### config.mk
export PLATFORM = sky130hd
export DESIGN_NAME = queue_ctrl
export DESIGN_NICKNAME = d
export VERILOG_FILES = /design/src/rtl/queue_ctrl_pkg.sv /design/src/rtl/queue_ctrl_rr_arbiter.sv /design/src/rtl/queue_ctrl.sv
export SDC_FILE = /design/constraint.sdc
export NUM_CORES = 1
export LEC_CHECK = 0
export ABC_AREA = 1
export BUFFER_PORTS_ARGS = -buffer_cell sky130_fd_sc_hd__buf_2
export CAP_MARGIN = 20
export CELL_PAD_IN_SITES_DETAIL_PLACEMENT = 0
export CELL_PAD_IN_SITES_GLOBAL_PLACEMENT = 1
export CORE_MARGIN = 5
export CORE_UTILIZATION = 21
export DETAILED_ROUTE_END_ITERATION = 8
export GPL_TIMING_DRIVEN = 0
export PLACE_DENSITY_LB_ADDON = 0.1
export SKIP_CTS_REPAIR_TIMING = 1
export SYNTH_ARGS = -nofsm -noshare
export SYNTH_HDL_FRONTEND = slang
export SYNTH_SLANG_ARGS = --single-unit
### constraint.sdc
create_clock -name clk -period 4.3 [get_ports clk]
set_clock_uncertainty 0.05 [all_clocks]
set_input_delay 0.86 -clock clk [delete_from_list [all_inputs] [get_ports clk]]
set_output_delay 0.86 -clock clk [all_outputs]
set_load 0.01 [all_outputs]
### src/rtl/queue_ctrl_pkg.sv
// -----------------------------------------------------------------------------
// queue_ctrl_pkg
//
// Shared definitions for controllers that front a registered-output `queue`:
//   - ST_EMPTY / ST_VALID : output-stage state encoding. Plain localparams keep
//                           the encoding usable from legacy Verilog-style
//                           case/compare code.
//   - wrap_inc()          : modulo increment for round-robin pointers. It works
//                           for any requester count, not only powers of two.
// -----------------------------------------------------------------------------
package queue_ctrl_pkg;

  // Output stage: no word is presented (EMPTY), or q_dout is presented (VALID).
  localparam logic ST_EMPTY = 1'b0;
  localparam logic ST_VALID = 1'b1;

  // (idx + 1) mod n for 0 <= idx < n.
  function automatic int wrap_inc(input int idx, input int n);
    return (idx + 1 >= n) ? 0 : idx + 1;
  endfunction

endpackage

### src/rtl/queue_ctrl_rr_arbiter.sv
// -----------------------------------------------------------------------------
// queue_ctrl_rr_arbiter
//
// Round-robin arbiter. The grant is combinational and the priority pointer is
// registered. The search starts at rr_ptr and moves upward with wrap, so the
// requester that was accepted last gets the lowest priority on the next round.
// The pointer moves only when the parent reports an accept.
//
// Ports:
//   clk      in   clock
//   clear_i  in   synchronous clear of the pointer (reset or flush)
//   req_i    in   [NUM_REQ] request vector
//   accept_i in   the granted request was taken this cycle
//   grant_o  out  [NUM_REQ] one-hot grant (all zero when there is no request)
// -----------------------------------------------------------------------------
module queue_ctrl_rr_arbiter
  import queue_ctrl_pkg::*;
#(
  parameter int NUM_REQ = 4
) (
  input  logic               clk,
  input  logic               clear_i,
  input  logic [NUM_REQ-1:0] req_i,
  input  logic               accept_i,
  output logic [NUM_REQ-1:0] grant_o
);

  localparam int IDX_W = $clog2(NUM_REQ);

  logic [IDX_W-1:0] rr_ptr_q, rr_ptr_d;
  logic [IDX_W-1:0] gnt_idx;
  logic             found;
  int               pos;

  // NOTE: every variable written in an always_comb gets a default value first.
  // Any path that leaves a variable unassigned would infer a latch.
  always_comb begin
    grant_o = '0;
    gnt_idx = '0;
    found   = 1'b0;
    pos     = 0;
    for (int k = 0; k < NUM_REQ; k++) begin
      pos = int'(rr_ptr_q) + k;
      if (pos >= NUM_REQ) pos = pos - NUM_REQ;
      if (!found && req_i[pos]) begin
        found        = 1'b1;
        grant_o[pos] = 1'b1;
        gnt_idx      = IDX_W'(pos);
      end
    end
  end

  // After an accept, the requester just behind the winner gets first priority.
  always_comb begin
    rr_ptr_d = rr_ptr_q;
    if (accept_i) rr_ptr_d = IDX_W'(wrap_inc(int'(gnt_idx), NUM_REQ));
  end

  // NOTE: sequential state uses non-blocking assignments only. Every flop then
  // samples pre-edge values, whatever order the always blocks are evaluated in.
  always_ff @(posedge clk) begin
    if (clear_i) rr_ptr_q <= '0;
    else         rr_ptr_q <= rr_ptr_d;
  end

endmodule

### src/rtl/queue_ctrl.sv
// -----------------------------------------------------------------------------
// queue_ctrl
//
// Shares one external `queue` (registered dout and registered empty/full flags)
// between NUM_REQ producers and drains it to a single valid/ready consumer.
//
// Producer side: a round-robin arbiter picks one valid requester. It is accepted
// whenever the queue is not full, and its payload is driven to q_din with
// q_enqueue.
//
// Consumer side: a two-state output stage (EMPTY/VALID) presents q_dout. It
// issues the next dequeue in the same cycle as a consumer transfer, so a
// non-empty queue streams one word per cycle with no bubble.
//
// count = words in the queue + the word held on the output (0..2^DEPTH_INDEX+1).
//
// Ports:
//   clk        in   clock
//   rst        in   synchronous active-high reset
//   flush      in   synchronous discard of all queued and held data
//   req_valid  in   [NUM_REQ] per-requester valid
//   req_data   in   [NUM_REQ*WIDTH] per-requester payload; requester i sits at
//                   [i*WIDTH +: WIDTH]
//   req_ready  out  [NUM_REQ] one-hot (or zero) accept
//   q_rst      out  rst | flush, wired to the queue reset
//   q_din      out  [WIDTH] payload to the queue
//   q_enqueue  out  queue enqueue
//   q_dequeue  out  queue dequeue
//   q_dout     in   [WIDTH] queue registered output
//   q_empty    in   queue empty flag (registered)
//   q_full     in   queue full flag (registered)
//   out_valid  out  consumer valid
//   out_data   out  [WIDTH] consumer payload
//   out_ready  in   consumer ready
//   count      out  [DEPTH_INDEX+1] entries in the queue plus the held entry
// -----------------------------------------------------------------------------
module queue_ctrl
  import queue_ctrl_pkg::*;
#(
  parameter int NUM_REQ     = 4,
  parameter int WIDTH       = 32,
  parameter int DEPTH_INDEX = 4
) (
  input  logic                     clk,
  input  logic                     rst,
  input  logic                     flush,
  input  logic [NUM_REQ-1:0]       req_valid,
  input  logic [NUM_REQ*WIDTH-1:0] req_data,
  output logic [NUM_REQ-1:0]       req_ready,
  output logic                     q_rst,
  output logic [WIDTH-1:0]         q_din,
  output logic                     q_enqueue,
  output logic                     q_dequeue,
  input  logic [WIDTH-1:0]         q_dout,
  input  logic                     q_empty,
  input  logic                     q_full,
  output logic                     out_valid,
  output logic [WIDTH-1:0]         out_data,
  input  logic                     out_ready,
  output logic [DEPTH_INDEX:0]     count
);

  localparam int DEPTH = 2 ** DEPTH_INDEX;

  logic               clear;
  logic [NUM_REQ-1:0] grant;
  logic               accept;
  logic               xfer;

  logic               state_q, state_d;
  logic [DEPTH_INDEX:0] count_q, count_d;

  // Reset and flush have the same effect on this block and on the queue.
  assign clear = rst | flush;
  assign q_rst = clear;

  // ---------------------------------------------------------------------------
  // Producer side
  // ---------------------------------------------------------------------------
  queue_ctrl_rr_arbiter #(
    .NUM_REQ (NUM_REQ)
  ) u_arb (
    .clk      (clk),
    .clear_i  (clear),
    .req_i    (req_valid),
    .accept_i (accept),
    .grant_o  (grant)
  );

  // The grant already implies req_valid, so any ready bit is an accept.
  // Readiness ignores out_ready. The queue absorbs consumer backpressure.
  assign req_ready = (clear || q_full) ? '0 : grant;
  assign accept    = |req_ready;
  assign q_enqueue = accept;

  // One-hot mux of the granted payload.
  always_comb begin
    q_din = '0;
    for (int i = 0; i < NUM_REQ; i++) begin
      if (grant[i]) q_din = req_data[i*WIDTH +: WIDTH];
    end
  end

  // ---------------------------------------------------------------------------
  // Consumer side
  // ---------------------------------------------------------------------------
  // Dequeue only when the queue reports non-empty. This means the queue's
  // empty-bypass path is never exercised. A dequeue in a VALID cycle that also
  // transfers refills dout for the next cycle with no gap.
  always_comb begin
    state_d   = state_q;
    q_dequeue = 1'b0;
    if (!clear) begin
      if (state_q == ST_EMPTY) begin
        if (!q_empty) begin
          q_dequeue = 1'b1;
          state_d   = ST_VALID;
        end
      end else if (out_ready) begin
        if (!q_empty) q_dequeue = 1'b1;
        else          state_d   = ST_EMPTY;
      end
    end
  end

  // Forcing valid low during clear means a flush cannot also complete a transfer.
  assign out_valid = (state_q == ST_VALID) && !clear;
  assign out_data  = q_dout;
  assign xfer      = out_valid && out_ready;

  // ---------------------------------------------------------------------------
  // Occupancy
  // ---------------------------------------------------------------------------
  always_comb begin
    count_d = count_q;
    unique case ({accept, xfer})
      2'b10:   count_d = (count_q == '1) ? count_q : count_q + 1'b1;
      2'b01:   count_d = count_q - 1'b1;
      default: count_d = count_q;
    endcase
  end

  assign count = count_q;

  // NOTE: only control state is reset. The data path (q_dout) is never reset.
  // It is hidden behind out_valid, and a cleared output stage stays EMPTY until
  // a new word has been dequeued.
  always_ff @(posedge clk) begin
    if (clear) begin
      state_q <= ST_EMPTY;
      count_q <= '0;
    end else begin
      state_q <= state_d;
      count_q <= count_d;
    end
  end

  // ---------------------------------------------------------------------------
  // Protocol invariants
  // ---------------------------------------------------------------------------
  a_no_enq_full : assert property (@(posedge clk) disable iff (rst) !(q_enqueue && q_full));
  a_no_deq_empty: assert property (@(posedge clk) disable iff (rst) !(q_dequeue && q_empty));
  a_count_range : assert property (@(posedge clk) disable iff (rst) int'(count_q) <= DEPTH + 1);

endmodule

==> key figures <==
Logic synthesis
  • Synthesized area per cell: 5.60 µm²
  • Yosys top cell by area: a21oi_1
  • Synth unique cells: 33
  • #FFs+latches synth: 8
  • Sequential share of the synthesized area: 6.90%
  • YS warnings: 0
  • Yosys top cell area share: approximately 15%
  • Synth area leaders: a21oi_1 (15%), nand2_1 (15%), nand3_1 (11%), buf_4 (11%), dfxtp_1 (6.9%)
  • Synth Net Count: 595
  • Cells after Synth: 414
  • Netlist Area Pre-Place: ~0.0023 mm²

Placement
  • PortBufs: 214
  • Placed insts: 768
  • GP Congestion: roughly 0.83
  • HPWL after DPL: 9480 µm

STA
  • Setup violators final: 0
  • Final worst path period need: around 4 ns
  • Post-route setup TNS: 0 ns
  • Slew Viols, Final: 0
  • Slew HR: about two thirds
  • Max frequency: 253 MHz
  • RSZ-0062 raised after global routing: false
  • Slew @ Worst Pin: just over 0.5 ns
  • Final period utilization: between 90% and 100%
  • Final Hold Fails: 0

Route
  • DRC errors left: 0
  • Post-Route WL: 11,200 µm
  • Post-route ant nets: 0
  • Via count: 3,420
  • Post-DR wirelength/cell: 14.5 µm
  • Iter 0 DRT Violations: 170
  • Number of detailed-route iterations in the first pass: 4
  • Via/cell ratio: 4.44

Power
  • Pwr Density: between 150 and 200 mW/mm²
  • P_leak: 0.00197 µW
  • VDD IR-drop max: ~150 µV

Die
  • IO Pins: 247
  • Core Region: ~0.011 mm²
  • Number of core rows: 38
  • DIE HEIGHT: 115 µm
  • Die W: 115 µm
  • Initial Util: 21.4%
  • Die ar.: 0.0132 mm²

Setup path
  • R2R Setup Slk: 0.82 ns
  • Crit. End Element: primary output
  • Worst-path maximum fanout: 10
  • CP startpoint: u_arb.rr_ptr_q[1]
  • CP Data Required Time: 3.39 ns
  • Setup crit end: q_din[20]
  • Reg-to-reg startpoint: u_arb.rr_ptr_q[1]
  • Reg-to-reg endpoint: count[4]
  • Worst EP arrival: 3.04 ns
  • Reg2reg path depth: 21
  • Critical setup path kind: flip-flop to primary output
  • CP Launch Type: flip-flop

Layout
  • Most frequent cells in the layout: buf_2 (227), nand2_1 (92), a21oi_1 (70), nand3_1 (52), buf_4 (34)
  • Core Util, Final: about a third
  • Diode count: 0
  • Share of post-route cells with drive strength above 1: 46.8%
  • Area Overhead vs Synth: 55.6%
  • Commonest non-fill, non-tap cell in the layout: buf_2
  • Layout net count: 814
  • Layout Cells excl Fill: 771

Global routing
  • Antenna violations before repair: 0
  • Final global-route overflow total: 0
  • Number of global-route vias before repair: 3,403
  • First-pass GRT wire length: 16,600 µm
  • GRT Util Overall: 15.1%
  • Largest net degree at the start of global routing: 11

Min path
  • Min-delay worst type: flip-flop to flip-flop

Clocking
  • Clock slew at reported path FFs: 0.04 ns
  • CTS tree: built
  • H-tree depth: 1
  • Clock Latency Late Sink: 0.22 ns
  • CTS Sinks: 8
  • CTS buffer count: 3
  • Root Buffer: clkbuf_8
  • CTS Buffer Depth: 2

Outcome
  • Status: finished clean

Job
  • Max Cap Viol: 0
stage by stage:
stage	power, µW	hold slack [ns]	cell area, µm²	setup slack, ns
floorplan	358	0.459	2320	1.05
global placement	554	0.473	3570	0.373
detailed placement	554	0.467	3570	0.389
CTS	645	0.472	3610	0.130
global route	696	0.506	3610	0.00219
finish	634	0.475	3610	0.355
cell usage after synthesis:
library cell	n
nor2_8	1
xor2_1	1
nor2_2	1
nand2_1	92
o21ai_1	31
ha_1	10
a21oi_1	70
nand4_1	1
dfxtp_1	8
nand3_2	3
buf_2	13
inv_1	26
nand3_1	52
nand2_2	8
nor2_4	1
and2_1	1
nand2_4	5
clkbuf_1	6
o21ai_0	11
buf_4	34
o21ai_2	1
nor3_1	2
a21boi_1	1
nor2_1	19
nand3_4	1
a21oi_2	2
buf_1	1
fa_1	1
o211ai_1	1
inv_2	4
a21boi_0	3
buf_6	2
xnor2_1	1
where the power goes:
part	total [µW]	internal [µW]	switching, µW
combinational	466	206	260
sequential	80.2	76.9	3.33
clock	88.4	60.5	27.9
total	634	343	291
kinds of logic (layout without fill, tap and decap cells):
group | count (synthesis) | count (layout) | share of synthesized area [%]
simple gates | 187 | 187 | 38.4
xor+xnor | 2 | 2 | 0.755
buf+inv | 86 | 303 | 20.8
fa+ha+maj | 11 | 11 | 6.26
compound gates | 120 | 120 | 26.9
flops | 8 | 8 | 6.90
cell type report:
class | count | area (µm²)
well taps | 140 | 175
fillers | 1270 | 7230
multi-input cells | 320 | 1680
plain buffers | 56 | 369
inverters | 30 | 113
clock buffers | 3 | 41.3
repair buffers | 214 | 1070
flip-flops and latches | 8 | 163
worst max-delay path: stages, from the launching register on:
cell and delay [ns]:
dfxtp_2 0.43, inv_1 0.17, ha_1 0.43, inv_1 0.11, nand3_1 0.10, nand2_1 0.09
nor2_4 0.20, a21oi_1 0.09, nand3_1 0.09, buf_2 0.22, buf_1 0.40, a21oi_1 0.15
o21ai_1 0.16, buf_2 0.17
how the worst min path moves through the flow:
stage / startpoint / endpoint / slack [ns] / cells after the start
2_1_floorplan: state_q / state_q / 0.46 / 4
3_3_place_gp: count[2] / count[2] / 0.47 / 2
3_5_place_dp: count[2] / count[2] / 0.47 / 2
4_1_cts: count[2] / count[2] / 0.47 / 2
5_1_grt: count[2] / count[2] / 0.51 / 2
6_report: count[2] / count[2] / 0.47 / 2
routing by layer:
layer  GRT usage [%]  share of wire, %
met1            18.5                40
met3            2.21               8.1
met5               0                 0
met4            2.03              0.67
met2            28.4                51
Power figures use the tool's default switching activity.
